$ cat src/rtl/trap_commit_unit_pkg.sv
// Shared types for the writeback trap commit logic: the exception pack carried
// down the pipeline and the CSR map / FSM encoding of the trap unit.
package ExceptStruct;
    localparam int EXC_XLEN = 64;

    typedef struct packed {
        logic                except;
        logic [EXC_XLEN-1:0] epc;
        logic [EXC_XLEN-1:0] ecause;
        logic [EXC_XLEN-1:0] etval;
    } ExceptPack;
endpackage

package TrapPkg;
    localparam logic [11:0] CSR_MSTATUS  = 12'h300;
    localparam logic [11:0] CSR_MTVEC    = 12'h305;
    localparam logic [11:0] CSR_MSCRATCH = 12'h340;
    localparam logic [11:0] CSR_MEPC     = 12'h341;
    localparam logic [11:0] CSR_MCAUSE   = 12'h342;
    localparam logic [11:0] CSR_MTVAL    = 12'h343;

    localparam int MSTATUS_MIE    = 3;
    localparam int MSTATUS_MPIE   = 7;
    localparam int MSTATUS_MPP_LO = 11;
    localparam int MSTATUS_MPP_HI = 12;

    localparam logic [1:0] PRIV_U = 2'b00;
    localparam logic [1:0] PRIV_M = 2'b11;

    typedef enum logic [1:0] {IDLE, TRAP, RET} trap_state_t;
endpackage

$ cat src/rtl/trap_csr_file.sv
// M-mode trap CSRs and privilege level; exposes next-state values so the
// redirect target can be registered in the same edge as the CSR update.
module trap_csr_file
    import TrapPkg::*;
    import ExceptStruct::*;
#(
    parameter int         XLEN     = 64,
    parameter logic [1:0] RST_PRIV = PRIV_M
) (
    input  logic            clk,
    input  logic            rst,
    input  logic            i_trap,
    input  logic            i_ret,
    input  logic            i_wr,
    input  ExceptPack       i_except,
    input  logic [11:0]     i_addr,
    input  logic [XLEN-1:0] i_wdata,
    output logic [XLEN-1:0] o_rdata,
    output logic [XLEN-1:0] o_mtvec_nxt,
    output logic [XLEN-1:0] o_mepc_nxt,
    output logic [XLEN-1:0] o_mcause_nxt,
    output logic [1:0]      o_priv
);
    logic            r_mie, r_mpie;
    logic [1:0]      r_mpp, r_priv;
    logic [XLEN-1:0] r_mtvec, r_mscratch, r_mepc, r_mcause, r_mtval;

    logic            w_mie_nxt, w_mpie_nxt;
    logic [1:0]      w_mpp_nxt, w_priv_nxt;
    logic [XLEN-1:0] w_mtvec_nxt, w_mscratch_nxt, w_mepc_nxt, w_mcause_nxt, w_mtval_nxt;

    always_comb begin
        // NOTE: every output of this block gets a default first, so no path can infer a latch.
        w_mie_nxt      = r_mie;
        w_mpie_nxt     = r_mpie;
        w_mpp_nxt      = r_mpp;
        w_priv_nxt     = r_priv;
        w_mtvec_nxt    = r_mtvec;
        w_mscratch_nxt = r_mscratch;
        w_mepc_nxt     = r_mepc;
        w_mcause_nxt   = r_mcause;
        w_mtval_nxt    = r_mtval;
        if (i_trap) begin
            w_mepc_nxt   = {i_except.epc[XLEN-1:1], 1'b0};
            w_mcause_nxt = i_except.ecause;
            w_mtval_nxt  = i_except.etval;
            w_mpie_nxt   = r_mie;
            w_mie_nxt    = 1'b0;
            w_mpp_nxt    = r_priv;
            w_priv_nxt   = PRIV_M;
        end else begin
            if (i_wr) begin
                case (i_addr)
                    CSR_MSTATUS: begin
                        w_mie_nxt  = i_wdata[MSTATUS_MIE];
                        w_mpie_nxt = i_wdata[MSTATUS_MPIE];
                        w_mpp_nxt  = i_wdata[MSTATUS_MPP_HI:MSTATUS_MPP_LO];
                    end
                    CSR_MTVEC:    w_mtvec_nxt    = i_wdata;
                    CSR_MSCRATCH: w_mscratch_nxt = i_wdata;
                    CSR_MEPC:     w_mepc_nxt     = {i_wdata[XLEN-1:1], 1'b0};
                    CSR_MCAUSE:   w_mcause_nxt   = i_wdata;
                    CSR_MTVAL:    w_mtval_nxt    = i_wdata;
                    default: ;
                endcase
            end
            // mret sees the values the same instruction just wrote.
            if (i_ret) begin
                w_mie_nxt  = w_mpie_nxt;
                w_mpie_nxt = 1'b1;
                w_priv_nxt = w_mpp_nxt;
                w_mpp_nxt  = PRIV_U;
            end
        end
    end

    always_ff @(posedge clk) begin
        if (!rst) begin
            r_mie      <= 1'b0;
            r_mpie     <= 1'b0;
            r_mpp      <= PRIV_U;
            r_priv     <= RST_PRIV;
            r_mtvec    <= '0;
            r_mscratch <= '0;
            r_mepc     <= '0;
            r_mcause   <= '0;
            r_mtval    <= '0;
        end else begin
            // NOTE: non-blocking assignments for all state so every register samples pre-edge values.
            r_mie      <= w_mie_nxt;
            r_mpie     <= w_mpie_nxt;
            r_mpp      <= w_mpp_nxt;
            r_priv     <= w_priv_nxt;
            r_mtvec    <= w_mtvec_nxt;
            r_mscratch <= w_mscratch_nxt;
            r_mepc     <= w_mepc_nxt;
            r_mcause   <= w_mcause_nxt;
            r_mtval    <= w_mtval_nxt;
        end
    end

    always_comb begin
        o_rdata = '0;
        case (i_addr)
            CSR_MSTATUS: begin
                o_rdata[MSTATUS_MIE]                   = r_mie;
                o_rdata[MSTATUS_MPIE]                  = r_mpie;
                o_rdata[MSTATUS_MPP_HI:MSTATUS_MPP_LO] = r_mpp;
            end
            CSR_MTVEC:    o_rdata = r_mtvec;
            CSR_MSCRATCH: o_rdata = r_mscratch;
            CSR_MEPC:     o_rdata = r_mepc;
            CSR_MCAUSE:   o_rdata = r_mcause;
            CSR_MTVAL:    o_rdata = r_mtval;
            default: ;
        endcase
    end

    assign o_mtvec_nxt  = w_mtvec_nxt;
    assign o_mepc_nxt   = w_mepc_nxt;
    assign o_mcause_nxt = w_mcause_nxt;
    assign o_priv       = r_priv;
endmodule

$ cat src/rtl/trap_commit_unit.sv
// Writeback trap commit: qualifies trap/mret/CSR-write events, owns the
// IDLE/TRAP/RET sequencer and issues the one-cycle flush + fetch redirect.
module trap_commit_unit
    import TrapPkg::*;
    import ExceptStruct::*;
#(
    parameter int         XLEN     = 64,
    parameter logic [1:0] RST_PRIV = 2'b11
) (
    input  logic            clk,
    input  logic            rst,
    input  logic            wb_valid_i,
    input  ExceptPack       except_i,
    input  logic            mret_i,
    input  logic            csr_we_i,
    input  logic [11:0]     csr_addr_i,
    input  logic [XLEN-1:0] csr_wdata_i,
    output logic [XLEN-1:0] csr_rdata_o,
    output logic            flush_o,
    output logic            stall_o,
    output logic            redirect_o,
    output logic [XLEN-1:0] redirect_pc_o,
    output logic [1:0]      priv_o
);
    trap_state_t     r_state;
    logic            r_flush, r_stall, r_redirect;
    logic [XLEN-1:0] r_redirect_pc;

    logic            w_idle, w_trap, w_ret, w_wr;
    logic [XLEN-1:0] w_mtvec_nxt, w_mepc_nxt, w_mcause_nxt;
    logic [XLEN-1:0] w_trap_pc;

    // The WB slot is already being flushed outside IDLE, so its inputs are dropped.
    assign w_idle = (r_state == IDLE);
    assign w_trap = w_idle & wb_valid_i & except_i.except;
    assign w_ret  = w_idle & wb_valid_i & mret_i   & ~except_i.except;
    assign w_wr   = w_idle & wb_valid_i & csr_we_i & ~except_i.except;

    trap_csr_file #(
        .XLEN     (XLEN),
        .RST_PRIV (RST_PRIV)
    ) u_csr (
        .clk          (clk),
        .rst          (rst),
        .i_trap       (w_trap),
        .i_ret        (w_ret),
        .i_wr         (w_wr),
        .i_except     (except_i),
        .i_addr       (csr_addr_i),
        .i_wdata      (csr_wdata_i),
        .o_rdata      (csr_rdata_o),
        .o_mtvec_nxt  (w_mtvec_nxt),
        .o_mepc_nxt   (w_mepc_nxt),
        .o_mcause_nxt (w_mcause_nxt),
        .o_priv       (priv_o)
    );

    // Vectored mode offsets interrupts only; mode 1x falls back to direct.
    always_comb begin
        w_trap_pc = {w_mtvec_nxt[XLEN-1:2], 2'b00};
        if (w_mtvec_nxt[1:0] == 2'b01 && w_mcause_nxt[XLEN-1])
            w_trap_pc = {w_mtvec_nxt[XLEN-1:2], 2'b00} + {w_mcause_nxt[XLEN-3:0], 2'b00};
    end

    always_ff @(posedge clk) begin
        if (!rst) begin
            r_state       <= IDLE;
            r_flush       <= 1'b0;
            r_stall       <= 1'b0;
            r_redirect    <= 1'b0;
            r_redirect_pc <= '0;
        end else begin
            r_flush       <= 1'b0;
            r_stall       <= 1'b0;
            r_redirect    <= 1'b0;
            r_redirect_pc <= '0;
            case (r_state)
                IDLE: begin
                    if (w_trap) begin
                        r_state       <= TRAP;
                        r_flush       <= 1'b1;
                        r_stall       <= 1'b1;
                        r_redirect    <= 1'b1;
                        r_redirect_pc <= w_trap_pc;
                    end else if (w_ret) begin
                        r_state       <= RET;
                        r_flush       <= 1'b1;
                        r_stall       <= 1'b1;
                        r_redirect    <= 1'b1;
                        r_redirect_pc <= w_mepc_nxt;
                    end
                end
                default: r_state <= IDLE;
            endcase
        end
    end

    assign flush_o       = r_flush;
    assign stall_o       = r_stall;
    assign redirect_o    = r_redirect;
    assign redirect_pc_o = r_redirect_pc;
endmodule
$ cat config.mk
export PLATFORM = sky130hd
export DESIGN_NAME = trap_commit_unit
export DESIGN_NICKNAME = d
export VERILOG_FILES = /design/src/rtl/trap_commit_unit_pkg.sv /design/src/rtl/trap_csr_file.sv /design/src/rtl/trap_commit_unit.sv
export SDC_FILE = /design/constraint.sdc
export NUM_CORES = 1
export LEC_CHECK = 0
export BUFFER_PORTS_ARGS = -buffer_cell sky130_fd_sc_hd__buf_4
export CORE_UTILIZATION = 57
export CTS_CLUSTER_SIZE = 12
export DETAILED_ROUTE_END_ITERATION = 10
export PLACE_DENSITY_LB_ADDON = 0.1
export REMOVE_ABC_BUFFERS = 1
export SLEW_MARGIN = 40
export SYNTH_ARGS = -nofsm -noshare
export SYNTH_HDL_FRONTEND = slang
export SYNTH_SLANG_ARGS = --single-unit
$ cat constraint.sdc
create_clock -name clk -period 9.2 [get_ports clk]
set_input_delay 1.84 -clock clk [delete_from_list [all_inputs] [get_ports clk]]
set_output_delay 1.84 -clock clk [all_outputs]
set_load 0.005 [all_outputs]
## Yosys cells after proc, flatten, opt, wreduce, memory -nomap -nowiden

Cells that the tools add are included.

| storage, ports and cells | value |
|---|---|
| bits in registers | 393 |
| bits of input ports | 274 |
| word-level logic and storage cells | 84 |

| operators by class | value |
|---|---|
| $add $sub $neg | 1 |
| equal/unequal tests | 7 |
| mux-type cells | 37 |
| bitwise logic cells | 10 |
| reduce and logical (&&, ||, !) cells | 15 |

Operators by type and width:

| operator | number |
|---|---|
| 64-bit two-way mux | 15 |
| 51-bit case mux with 5 select lines | 1 |
| 12-bit by 10-bit == test with 1-bit output (second input constant) | 6 |
| 64-bit adder | 1 |
| 3-bit case mux with 5 select lines | 3 |
| 1-bit case mux with 6 select lines | 2 |
| 2-bit case mux with 6 select lines | 1 |
| 2-bit nonzero test | 6 |
| 1-bit two-way mux | 11 |
| 2-bit two-way mux | 4 |
| 2-bit AND reduction | 4 |
| 1-bit AND | 6 |
| 1-bit NOT | 4 |
| 3-bit AND reduction | 1 |
| 3-bit OR reduction | 1 |
| 2-bit by 1-bit == test with 1-bit output (second input constant) | 1 |
| 2-bit zero test | 1 |
| 2-bit OR reduction | 1 |
| 1-bit logical AND | 1 |

## Depth between registers and ports, before layout

| depth | value |
|---|---|
| depth after elaboration | 10 |
| gate-level depth with buffers | 26 |

## Modules after synthesis

From an unflattened synthesis, not the netlist that was laid out.

| unflattened totals | value |
|---|---|
| cell total of the unflattened synthesis | 3028 |
| area, all modules | 24412.2 um2 |

Modules (own cells, without submodules):

| module | times used | cells an instance | area an instance (um2) | sequential area each (um2) |
|---|---|---|---|---|
| trap_csr_file | 1 | 2189 | 18166.2 | 6526.3 |
| trap_commit_unit | 1 | 839 | 6246.0 | 1341.3 |

## Least setup slack after synthesis

OpenSTA, ideal clock, no wires.

| timing path | value |
|---|---|
| kind | input to register |
| start point | input port csr_addr_i[11] |
| end point | register r_redirect_pc[61] (netlist: redirect_pc_o[61]) |
| library setup time | 0.136 ns |
| data arrival time | 7.411 ns |
| required time | 9.064 ns |
| slack | 1.653 ns |
| stages on the path | 21 |
| cell sequence | or4bb_1 > or4_1 > clkbuf_1 > nor2_2 > clkbuf_1 > buf_1 > a22oi_1 > nand2_1 > ha_1 > a21o_1 > a311oi_1 > o21ai_0 > a221o_1 > maj3_1 > a41oi_1 > o22ai_1 > a21o_1 > a31o_2 > a211oi_1 > xor2_1 > o221ai_1 |

RTL lines:

| item | line | RTL |
|---|---|---|
| start, declared | trap_commit_unit.sv:16 | `input logic [11:0] csr_addr_i,` |
| 12-bit by 10-bit == test with 1-bit output | trap_csr_file.sv:53 | `case (i_addr)` |
| 64-bit two-way mux | trap_csr_file.sv:53 |  |
| 64-bit two-way mux | trap_csr_file.sv:52 | `if (i_wr) begin` |
| 64-bit two-way mux | trap_csr_file.sv:43 | `if (i_trap) begin` |
| via u_csr.o_mcause_nxt[4] | trap_csr_file.sv:21 | `output logic [XLEN-1:0] o_mcause_nxt,` |
| 64-bit adder | trap_commit_unit.sv:62 | `w_trap_pc = {w_mtvec_nxt[XLEN-1:2], 2'b00} + {w_mcause_nxt[XLEN-3:0], 2'b00};` |
| 64-bit two-way mux | trap_commit_unit.sv:61 | `if (w_mtvec_nxt[1:0] == 2'b01 && w_mcause_nxt[XLEN-1])` |
| 64-bit two-way mux | trap_commit_unit.sv:79 | `if (w_trap) begin` |
| end signal, assigned | trap_commit_unit.sv:84 | `r_redirect_pc <= w_trap_pc;` |
| end signal, assigned | trap_commit_unit.sv:90 | `r_redirect_pc <= w_mepc_nxt;` |
| end, declared | trap_commit_unit.sv:27 | `logic [XLEN-1:0] r_redirect_pc;` |

The timed path passes the listed nets, and every way through them passes these cells. The select of a mux whose other input is x is not followed.
A chain may end at the register's enable or synchronous reset.

## Worst setup path after layout

| timing path | value |
|---|---|
| start point | input port csr_addr_i[3] |
| end point | register r_redirect_pc[61] (netlist: redirect_pc_o[61]) |

The elaborated chain is that of the path after synthesis.

==> results.json <==
{
  "port_buffers": 405,
  "async_flop_share": 0,
  "ys_ff_latch": 393,
  "grt_pass1_vias": 21800,
  "io_pins": 407,
  "synth_cells": 2748,
  "drv_slew": 0,
  "drive_gt1_frac": 0.198,
  "synth_top_area_frac": 0.363,
  "synth-edff-count": 0,
  "cts.repair.resized": 0,
  "power.density_mw_per_mm2": 148,
  "reg2reg_slack_ps": 2530,
  "crit_arrival_ps": 8360,
  "wl_um": 81500,
  "max_slew_margin": 0.413,
  "syn_area_per_cell_um2": 7.90,
  "path_clk_slew_ps": 60,
  "final_nets": 3364,
  "clock_latency_ps": 590,
  "crit_path_start_kind": "input pin",
  "yosys.area.top_type": "dfxtp_1",
  "leakagePower_uw": 0.0111,
  "synth_area_mm2": 0.0217,
  "first_pass_iters": 5,
  "cts_root_buf": "clkbuf_16",
  "wl_per_cell_um": 22.8,
  "hp-class": "flip-flop to flip-flop",
  "cts_setup_buffers": 0,
  "die-width_um": 197,
  "grt_max_degree": 92,
  "post-route-period-util": 0.862,
  "slowest_delay_ps": 950,
  "end_kind": "flip-flop",
  "outcome": "completed",
  "yosys_warnings": 0,
  "antenna_found_initial": 7,
  "layout_commonest_cell": "nand2_1",
  "vias": 22600,
  "clock_path_buffers": 3,
  "grt_pass1_wl_um": 123000,
  "track_usage": 0.409,
  "drc": 0,
  "setup_viol": 0,
  "area_growth_pct": 21.7,
  "nFillCells": 3132,
  "ir_drop_v": 0.000135,
  "die_h_um": 197,
  "grt_remaining_overflow": 0,
  "htree_levels": 2,
  "mostFrequentLayoutCells": "nand2_1, buf_4, dfxtp_1",
  "rows": 71,
  "hold_violations": 0,
  "worstPathCellList": "buf_4 -> or4_1 -> or4_2 -> nor2_4 -> a22oi_1 -> nand2_1 -> ha_1 -> a21o_1 -> a311oi_1 -> o21ai_0 -> a221o_1 -> maj3_1 -> a41oi_1 -> buf_4 -> o22ai_1 -> a21o_1 -> a31o_2 -> a211oi_1 -> xor2_1 -> o221ai_1",
  "p_total_uw": 3920,
  "path_delay_family": "compound AO/OA/AOI/OAI gates",
  "initial_utilization": 0.577,
  "postRouteAntennaNets": 0,
  "synthTopCellsByArea": "dfxtp_1, nand2_1, a22oi_1, a21oi_1, mux2i_1",
  "design.die.area_mm2": 0.0389,
  "drt_iter0_markers": 2344,
  "tritoncts": "yes",
  "ys_types": 79,
  "maxCapViolCount": 0,
  "fmax_mhz": 126,
  "hold_buffers": 0,
  "clock_sinks": 393,
  "path_buf_inv": 2,
  "worstSetupPathType": "input pin to flip-flop",
  "final.setup_skew_ps": 15.5,
  "crit_fanout": 19,
  "dp_hpwl_um": 52400,
  "fp.coreArea_mm2": 0.0376,
  "rsz0062_at_grt": "no",
  "worst_pin_slew_ps": 881,
  "synth-main-ff-cell": "dfxtp_1",
  "min_period_ps": 7930,
  "crit_slowest_cell": "or4_2",
  "seq_area_frac_synth": 0.363,
  "viasPerCell": 6.33,
  "gp_congestion": 0.970,
  "cts-buffers-inserted": 43,
  "dpl-instance-area_mm2": 0.0251,
  "stdcell_area_mm2": 0.0264,
  "required_ps": 9630
}
-- synthesized netlist by cell type, drive strengths merged, types with 5 or more instances --
master    n
nand2   566
dfxtp   393
a21oi   227
nor2    215
clkbuf  179
a22oi   152
o21ai   140
and2    109
mux2i   101
a221o    68
mux2     63
ha       56
inv      53
xnor2    48
a21o     36
a311oi   35
xor2     33
buf      24
nand3    20
a211oi   17
nor3     17
nand4    16
nor2b    13
and3     12
o221ai   11
a31oi    10
nand2b   10
or3      10
o21bai    9
a221oi    8
nor4      8
o31ai     7
a22o      6
o211ai    6
o22ai     6
or4       6
a21boi    5
o21a      5
-- logic make-up after synthesis --
family	synth area share
AND/OR/NAND/NOR	0.205
adder cells (fa/ha/maj)	0.0346
AO/OA/AOI/OAI	0.239
flip-flops	0.363
XOR/XNOR	0.0327
buffers and inverters	0.0457
multiplexers	0.0804
-- worst min-delay path, cell delays in order (launching register included) --
cell and delay, ps:
dfxtp_1 310, nand2_1 50, a21oi_1 50
-- per-stage QoR --
step           worst slack, ps  hold WS (ps)  std cells  setup TNS [ps]  utilization
6_report                  1270           454       3575               0        0.703
5_1_grt                   1060           469       3574               0        0.703
4_1_cts                   1420           454       3569               0        0.702
3_5_place_dp               899           445       3499               0        0.667
3_3_place_gp               910           439       3496               0        0.665
2_1_floorplan           -17790           433       2545        -2786130            -
-- power breakdown --
part	leakage (µW)	internal (µW)	switching, µW
clock	0.000647	963	706
combinational	0.00726	194	277
sequential	0.00319	1750	25.8
-- registers in the layout, summed over array words and instances (netlist names), 2 cells and up, named ones only --
name / flops
u_csr.r_mtvec: 64
u_csr.r_mcause: 63
u_csr.r_mepc: 64
u_csr.r_mscratch: 64
redirect_pc_o: 64
u_csr.r_mpp: 2
u_csr.o_priv: 2
r_state: 2
u_csr.r_mtval: 64
-- metal layers --
metal	part of all wire	wire length (µm)	GRT usage
met1	0.39	32100	0.525
met2	0.45	36500	0.643
met3	0.10	8470	0.0802
met4	0.054	4380	0.231
met5	0.00037	30	0
-- path summary, 6_finish.rpt --
path | endpoint | from | cells after the start
max | redirect_pc_o[61] | csr_addr_i[3] | 20
min | u_csr.r_mtval[56] | u_csr.r_mtval[56] | 2
max reg2reg | redirect_pc_o[61] | r_state[0] | 20
min reg2reg | u_csr.r_mtval[56] | u_csr.r_mtval[56] | 2
-- area by class of cell --
type                            count  area [µm²]  share of cell area
Antenna cell                        6        15.0            0.000569
Timing Repair Buffer              443        3380               0.128
Clock inverter                      6        55.1             0.00208
Sequential cell                   393        7870               0.298
Multi-Input combinational cell   2098       13000               0.492
Tap cell                          511         639              0.0242
Clock buffer                       64        1260              0.0476
Inverter                           54         208             0.00786
(Power assumes the default switching activity.)
